[src/rtl/fmul_issue.sv]
// Issue stage for an external FP multiplier: operand FIFO, single-in-flight
// issue FSM with a WAIT watchdog, and a held result register for downstream.
module fmul_issue #(
  parameter int DEPTH = 4,
  parameter int TAG_W = 5
) (
  input  logic                     clk,
  input  logic                     rst,
  input  logic                     in_valid,
  output logic                     in_ready,
  input  logic [31:0]              in_x1,
  input  logic [31:0]              in_x2,
  input  logic [TAG_W-1:0]         in_tag,
  output logic [31:0]              mul_x1,
  output logic [31:0]              mul_x2,
  output logic                     mul_ready,
  input  logic                     mul_valid,
  input  logic [31:0]              mul_y,
  output logic                     out_valid,
  input  logic                     out_ready,
  output logic [31:0]              out_y,
  output logic [TAG_W-1:0]         out_tag,
  output logic [$clog2(DEPTH):0]   count,
  output logic                     err,
  output logic                     busy
);

  localparam int PW = $clog2(DEPTH);
  localparam int CW = PW + 1;

  typedef enum logic [1:0] {IDLE, ISSUE, WAIT} state_t;

  state_t            state_q, state_d;
  logic [PW-1:0]     wr_ptr_q, wr_ptr_d, rd_ptr_q, rd_ptr_d;
  logic [CW-1:0]     count_q, count_d;
  logic [31:0]       x1_q, x1_d, x2_q, x2_d;
  logic [TAG_W-1:0]  tag_q, tag_d;
  logic [31:0]       y_q, y_d;
  logic [TAG_W-1:0]  otag_q, otag_d;
  logic              out_valid_q, out_valid_d;
  logic              mul_ready_q, mul_ready_d;
  logic              err_q, err_d;
  logic [2:0]        wcnt_q, wcnt_d;

  logic [31:0]       mem_x1  [DEPTH];
  logic [31:0]       mem_x2  [DEPTH];
  logic [TAG_W-1:0]  mem_tag [DEPTH];

  logic push, pop;

  assign in_ready = (count_q != CW'(DEPTH));
  assign push     = in_valid && in_ready;
  // A new operation only leaves the FIFO once the previous result has been taken.
  assign pop      = (state_q == IDLE) && (count_q != '0) && !out_valid_q;

  always_ff @(posedge clk) begin
    if (push) begin
      mem_x1[wr_ptr_q]  <= in_x1;
      mem_x2[wr_ptr_q]  <= in_x2;
      mem_tag[wr_ptr_q] <= in_tag;
    end
  end

  always_comb begin
    state_d     = state_q;
    wr_ptr_d    = wr_ptr_q;
    rd_ptr_d    = rd_ptr_q;
    count_d     = count_q;
    x1_d        = x1_q;
    x2_d        = x2_q;
    tag_d       = tag_q;
    y_d         = y_q;
    otag_d      = otag_q;
    out_valid_d = out_valid_q;
    err_d       = err_q;
    wcnt_d      = wcnt_q;

    if (push) wr_ptr_d = wr_ptr_q + PW'(1);
    if (pop) begin
      rd_ptr_d = rd_ptr_q + PW'(1);
      x1_d     = mem_x1[rd_ptr_q];
      x2_d     = mem_x2[rd_ptr_q];
      tag_d    = mem_tag[rd_ptr_q];
    end
    case ({push, pop})
      2'b10:   count_d = count_q + CW'(1);
      2'b01:   count_d = count_q - CW'(1);
      default: count_d = count_q;
    endcase

    if (out_valid_q && out_ready) out_valid_d = 1'b0;

    case (state_q)
      IDLE: begin
        if (mul_valid) err_d = 1'b1;
        if (pop) state_d = ISSUE;
      end
      ISSUE: begin
        if (mul_valid) err_d = 1'b1;
        wcnt_d  = '0;
        state_d = WAIT;
      end
      WAIT: begin
        if (mul_valid) begin
          y_d         = mul_y;
          otag_d      = tag_q;
          out_valid_d = 1'b1;
          state_d     = IDLE;
        end else if (wcnt_q == 3'd7) begin
          // Multiplier never answered: drop the operation and flag it.
          err_d   = 1'b1;
          state_d = IDLE;
        end else begin
          wcnt_d = wcnt_q + 3'd1;
        end
      end
      default: state_d = IDLE;
    endcase

    mul_ready_d = (state_d == ISSUE);
  end

  always_ff @(posedge clk or posedge rst) begin
    if (rst) begin
      state_q     <= IDLE;
      wr_ptr_q    <= '0;
      rd_ptr_q    <= '0;
      count_q     <= '0;
      x1_q        <= '0;
      x2_q        <= '0;
      tag_q       <= '0;
      y_q         <= '0;
      otag_q      <= '0;
      out_valid_q <= 1'b0;
      mul_ready_q <= 1'b0;
      err_q       <= 1'b0;
      wcnt_q      <= '0;
    end else begin
      state_q     <= state_d;
      wr_ptr_q    <= wr_ptr_d;
      rd_ptr_q    <= rd_ptr_d;
      count_q     <= count_d;
      x1_q        <= x1_d;
      x2_q        <= x2_d;
      tag_q       <= tag_d;
      y_q         <= y_d;
      otag_q      <= otag_d;
      out_valid_q <= out_valid_d;
      mul_ready_q <= mul_ready_d;
      err_q       <= err_d;
      wcnt_q      <= wcnt_d;
    end
  end

  assign mul_x1    = x1_q;
  assign mul_x2    = x2_q;
  assign mul_ready = mul_ready_q;
  assign out_valid = out_valid_q;
  assign out_y     = y_q;
  assign out_tag   = otag_q;
  assign count     = count_q;
  assign err       = err_q;
  assign busy      = (state_q != IDLE);

endmodule

[config.mk]
export PLATFORM = sky130hd
export DESIGN_NAME = fmul_issue
export DESIGN_NICKNAME = d
export VERILOG_FILES = /design/src/rtl/fmul_issue.sv
export SDC_FILE = /design/constraint.sdc
export NUM_CORES = 1
export LEC_CHECK = 0
export BUFFER_PORTS_ARGS = -buffer_cell sky130_fd_sc_hd__buf_2
export CORE_MARGIN = 3
export CORE_UTILIZATION = 46
export CTS_CLUSTER_SIZE = 28
export DETAILED_ROUTE_END_ITERATION = 6
export HOLD_SLACK_MARGIN = 0.05
export PLACE_DENSITY = 0.75
export SLEW_MARGIN = 10
export SYNTH_ARGS = -nofsm -noshare
export SYNTH_HDL_FRONTEND = slang
export SYNTH_SLANG_ARGS = --single-unit
[constraint.sdc]
create_clock -name clk -period 6.55 [get_ports clk]
set_clock_uncertainty 0.05 [all_clocks]
set_input_delay 0 -clock clk [delete_from_list [all_inputs] [get_ports clk]]
set_output_delay 0 -clock clk [all_outputs]
set_load 0.01 [all_outputs]
Yosys cells after proc, flatten, opt, wreduce, memory -nomap -nowiden
Memory sizes are Yosys's and may differ from the RTL's. A register that Yosys moved wholly into a read port is not among the register bits.
Index checks and enable logic that the tools add are counted.
- $add $sub $neg: 5
- equal/unequal tests: 11
- muxes and demuxes: 17
- reductions and logical operators: 15
- operators with widths (operator ; number):
    3-bit case mux with 2 select lines ; 2
    1-bit 2-to-1 mux ; 8
    2-bit nonzero test ; 4
    3-bit by 1-bit adder with 3-bit output, second input constant ; 2
    2-bit by 1-bit == test with 1-bit output, second input constant ; 3
    2-bit 2-to-1 mux ; 3
    3-bit 2-to-1 mux ; 2
    2-bit != test, second input constant ; 3
    2-bit case mux with 3 select lines ; 1
    2-bit by 1-bit adder with 2-bit output, second input constant ; 2
    2-bit == test, second input constant ; 2
    1-bit logical AND ; 4
    4-bit AND reduction ; 1
    3-bit == test, second input constant ; 1
    3-bit != test, second input constant ; 1
    3-bit AND reduction ; 1
    3-bit nonzero test ; 1
    3-bit by 1-bit subtractor with 3-bit output, second input constant ; 1
    2-bit logical NOT ; 1
    2-bit by 1-bit != test with 1-bit output, second input constant ; 1
    1-bit case mux with 2 select lines ; 1
    2-bit AND reduction ; 1
    2-bit OR reduction ; 1
    1-bit logical NOT ; 1
- bits in registers: 52
- bits in writable memories: 276
- input bits: 106
- output and inout bits: 109
- logic and storage cells: 61
- memories kept: 3
- memory list (name ; words ; bits a word ; rd ports ; clocked after Yosys merged registers in ; wr ports ; RTL line ; source):
    mem_x1 ; 4 ; 32 ; 1 ; 1 ; 1 ; 45 ; logic [31:0] mem_x1 [DEPTH];
    mem_x2 ; 4 ; 32 ; 1 ; 1 ; 1 ; 46 ; logic [31:0] mem_x2 [DEPTH];
    mem_tag ; 4 ; 5 ; 1 ; 1 ; 1 ; 47 ; logic [TAG_W-1:0] mem_tag [DEPTH];

Depth between registers and ports, before layout
- depth in word-level cells: 6
- gate-level depth with buffers: 11
- gate-level depth less buffers: 9

Worst setup path before layout
OpenSTA, ideal clock, no wires.
- path kind: register -> register
- from: register count_q[2], in the netlist count[2]
- to: memory mem_tag[0][0] (enable)
- library setup time: 435 ps
- data arrival time: 2402 ps
- path slack: 3663 ps
- cell stages (with the launch flop): 3
- buffers on the path: 0
- period minus slack after synthesis: 2887 ps
- cells stage by stage: dfrtp_1 > or3b_1 > and3_1
- cells in the longest elaborated chain, start to end: 4
- RTL lines (item ; RTL line ; source):
    start, declared ; 35 ; logic [CW-1:0] count_q, count_d;
    start signal, assigned ; 142 ; count_q <= count_d;
    3-bit != test ; 51 ; assign in_ready = (count_q != CW'(DEPTH));
    named net in_ready ; 10 ; output logic in_ready,
    1-bit logical AND ; 52 ; assign push = in_valid && in_ready;
    1-bit 2-to-1 mux ; 57 ; if (push) begin
    1-bit 2-to-1 mux (not written as such) ; 60 ; mem_tag[wr_ptr_q] <= in_tag;
    end, declared ; 47 ;
The timed path passes the listed nets, and every way through them passes these cells.

==> run metrics <==
status completed; RSZ-0062 raised after global routing no; share of layout cells above drive strength 1 42.4%; Syn Area/Cell 22.2 um^2; Num CTS Buffers 41; # rows 64; wirelength, routed 28500 um; Worst Setup SP rd_ptr_q[0]$_DFFE_PP0P_; clock share of power 26.2%; Worst Max-Slew Pin Slew 1.07 ns; initial antenna violation count 1; Final HPWL DP 16300 um; count leader, synth edfxtp_1; syn nets 774; Max Cap Viol 0; Comb pwr share 27.8%; number of synthesis warnings 0; postcts setup bufs 0; Antenna Cells 0; Tcrit/Tclk final 41.5%; number of global-route vias before repair 7932; LEAKAGE 7.03 nW; Reg2Reg Capture Point mul_x2[15]$_DFFE_PP0P_; largest net degree at the start of global routing 76; Async SR Flop Fraction 30.5%; Die ar. 0.0341 mm^2; crit path max fanout 38; Chip Width 185 um; CP peak stage delay 0.93 ns; Psw 2.48 mW; headroom to the max-slew limit 28.9%; crit path to mul_x2[15]$_DFFE_PP0P_; CP cell instances buf_4 -> mux4_2 -> mux2_1; number of cells produced by synthesis 660; critical path capture point type flop; hold-fix buffers at CTS 105; post-synthesis sequential area ratio 77.1%; pwr/cell area 461 mW/mm^2; CTS Sinks 397; most instantiated cells after synthesis edfxtp_1, dfrtp_1, mux2_2; Place WS 3.70 ns; Via Count 7407; Worst-Skew Late Latency 0.52 ns; Layout Nets 1116; crit path launch type flop; maximum clock frequency 368 MHz; Post-synth EDFFs 276; internal cell power 6.07 mW; clock period minus worst slack 2.72 ns; antenna viol nets, final 0; first-pass GRT wire length 44100 um; clock buffer depth 3; CP required 6.90 ns; DR vias/cell 5.18; ys flop type edfxtp_1; GRT Util Overall 16.7%; Area growth syn-to-layout 26.3%; Critical Path Slowest Stage Cell dfrtp_4; core area 0.0310 mm^2; total global routing overflow 0; root buffer cell clkbuf_16; TritonRoute pass-1 iters 4; Starting Density 47.4%; Yosys top cell area share 56.5%; WL/cell 19.9 um; final worst slack 3.83 ns; FF+latch count, synth 397; # IOs 215; setup violation total in the final timing report 0; synth top area cells edfxtp_1, dfrtp_1, mux4_2, mux2_2, mux2_1; DRC Markers 0; # port buffers 214; sequential share of power 46.1%; Die Y 185 um; worst IR drop on VDD 0.287 mV; Net Sw Frac 29.0%; CP bufs+invs 1; number of H-tree levels 2; CP Depth 3; CTS tree yes; RR Startpoint rd_ptr_q[0]$_DFFE_PP0P_; worst hold path type primary input to async pin; r2r setup slk 3.83 ns; CP arrival 3.07 ns; GP Congestion 0.690; Setup Crit Path Kind flop to flop; count of different cell masters after synthesis 31; Slew Limit Fails 0; post_cts resized 0; reg2reg path depth 3; sum of negative setup slack 0 ns; final hold viol count 0; Iter 0 DRT Violations 309; critical path's top delay family flip-flops; CTS clk-pin slew, worst paths 0.06 ns; area leader, netlist edfxtp_1; synthesized area 0.0147 mm^2
-- cell usage in the layout, fill, tap and decap left out, drive strengths merged, types with 2 or more instances in the layout --
cell type,count
o21ai,4
and3,4
buf,223
nor4b,2
inv,12
mux4,69
xnor2,2
a21oi,2
nor2b,2
nor2,2
xor2,4
clkinv,14
edfxtp,276
dfrtp,121
nand2,3
dlygate4sd3,105
a31oi,2
nor3,5
clkbuf,58
mux2,108
ha,7
-- metrics by stage --
| step | hold WS, ns | util (%) | instances | instance area, um^2 | total power, mW |
|---|---|---|---|---|---|
| global route | 0.174 | 59.8 | 1431 | 18500 | 9.02 |
| detailed placement | 0.140 | 52.1 | 1250 | 16200 | 6.37 |
| floorplan | 0.0464 | - | 660 | 14700 | 5.55 |
| global placement | 0.138 | 52.1 | 1250 | 16200 | 6.27 |
| finish | 0.121 | 59.8 | 1431 | 18500 | 8.55 |
| CTS | 0.134 | 59.8 | 1431 | 18500 | 8.67 |
-- worst register-to-register path, cell delays in order, from the launching register on --
cell and delay (ns):
dfrtp_4 0.93, buf_4 0.71, mux4_2 0.61, mux2_1 0.30
-- sequential cells by signal, indices dropped and copies added, names as in the netlist --
register and count:
wr_ptr_q 2, rd_ptr_q 2, out_y 32, mul_ready 1
mul_x2 32, mem_x2 128, mem_x1 128, wcnt_q 3
tag_q 5, out_valid 1, mul_x1 32, state_q 2
err 1, mem_tag 20, count 3, out_tag 5
-- routing by layer --
layer  routed length, um  vias up  GRT usage [%]
met4                 536        2           4.68
met1               11800     3809           22.0
met3                1840       42           3.28
met2               14300      235           28.8
met5                   9        -              0
li1                    -     3319              -
-- worst min-delay path by stage --
| stage | from | slack (ns) | to | cells past startpoint |
|---|---|---|---|---|
| floorplan | out_ready | 0.05 | out_valid$_DFF_PP0_ | 1 |
| global placement | rst | 0.14 | out_y[22]$_DFFE_PP0P_ | 2 |
| detailed placement | out_ready | 0.14 | out_valid$_DFF_PP0_ | 2 |
| CTS | rst | 0.13 | out_y[4]$_DFFE_PP0P_ | 3 |
| global route | in_x1[16] | 0.17 | mem_x1[3][16]$_DFFE_PP_ | 2 |
| finish | rst | 0.12 | out_y[1]$_DFFE_PP0P_ | 3 |
-- power by group through the flow --
stage / Combinational (mW) / Sequential [mW] / Clock [mW]
floorplan: 1.63 / 3.92 / 0
global placement: 2.31 / 3.96 / 0
detailed placement: 2.37 / 4.00 / 0
finish: 2.37 / 3.94 / 2.24
global route: 2.59 / 4.03 / 2.40
CTS: 2.42 / 3.95 / 2.29
-- logic make-up after synthesis --
kind of cell             count (synthesis)  synth area share, %
AND/OR/NAND/NOR                         22                0.946
flip-flops                             397                 77.1
buffers and inverters                   39                 1.50
multiplexers                           178                 18.9
XOR/XNOR                                 6                0.358
AO/OA/AOI/OAI                           10                0.409
adder cells (fa/ha/maj)                  8                0.733
-- final cells by class --
cell class,count,area [um^2]
Clock buffer,58,1200
Clock inverter,18,126
Fill cell,2212,12500
Inverter,10,42.5
Multi-Input combinational cell,224,3160
Sequential cell,397,11300
Tap cell,396,495
Timing Repair Buffer,328,2190
No activity file was read; power rests on OpenSTA's default activity.
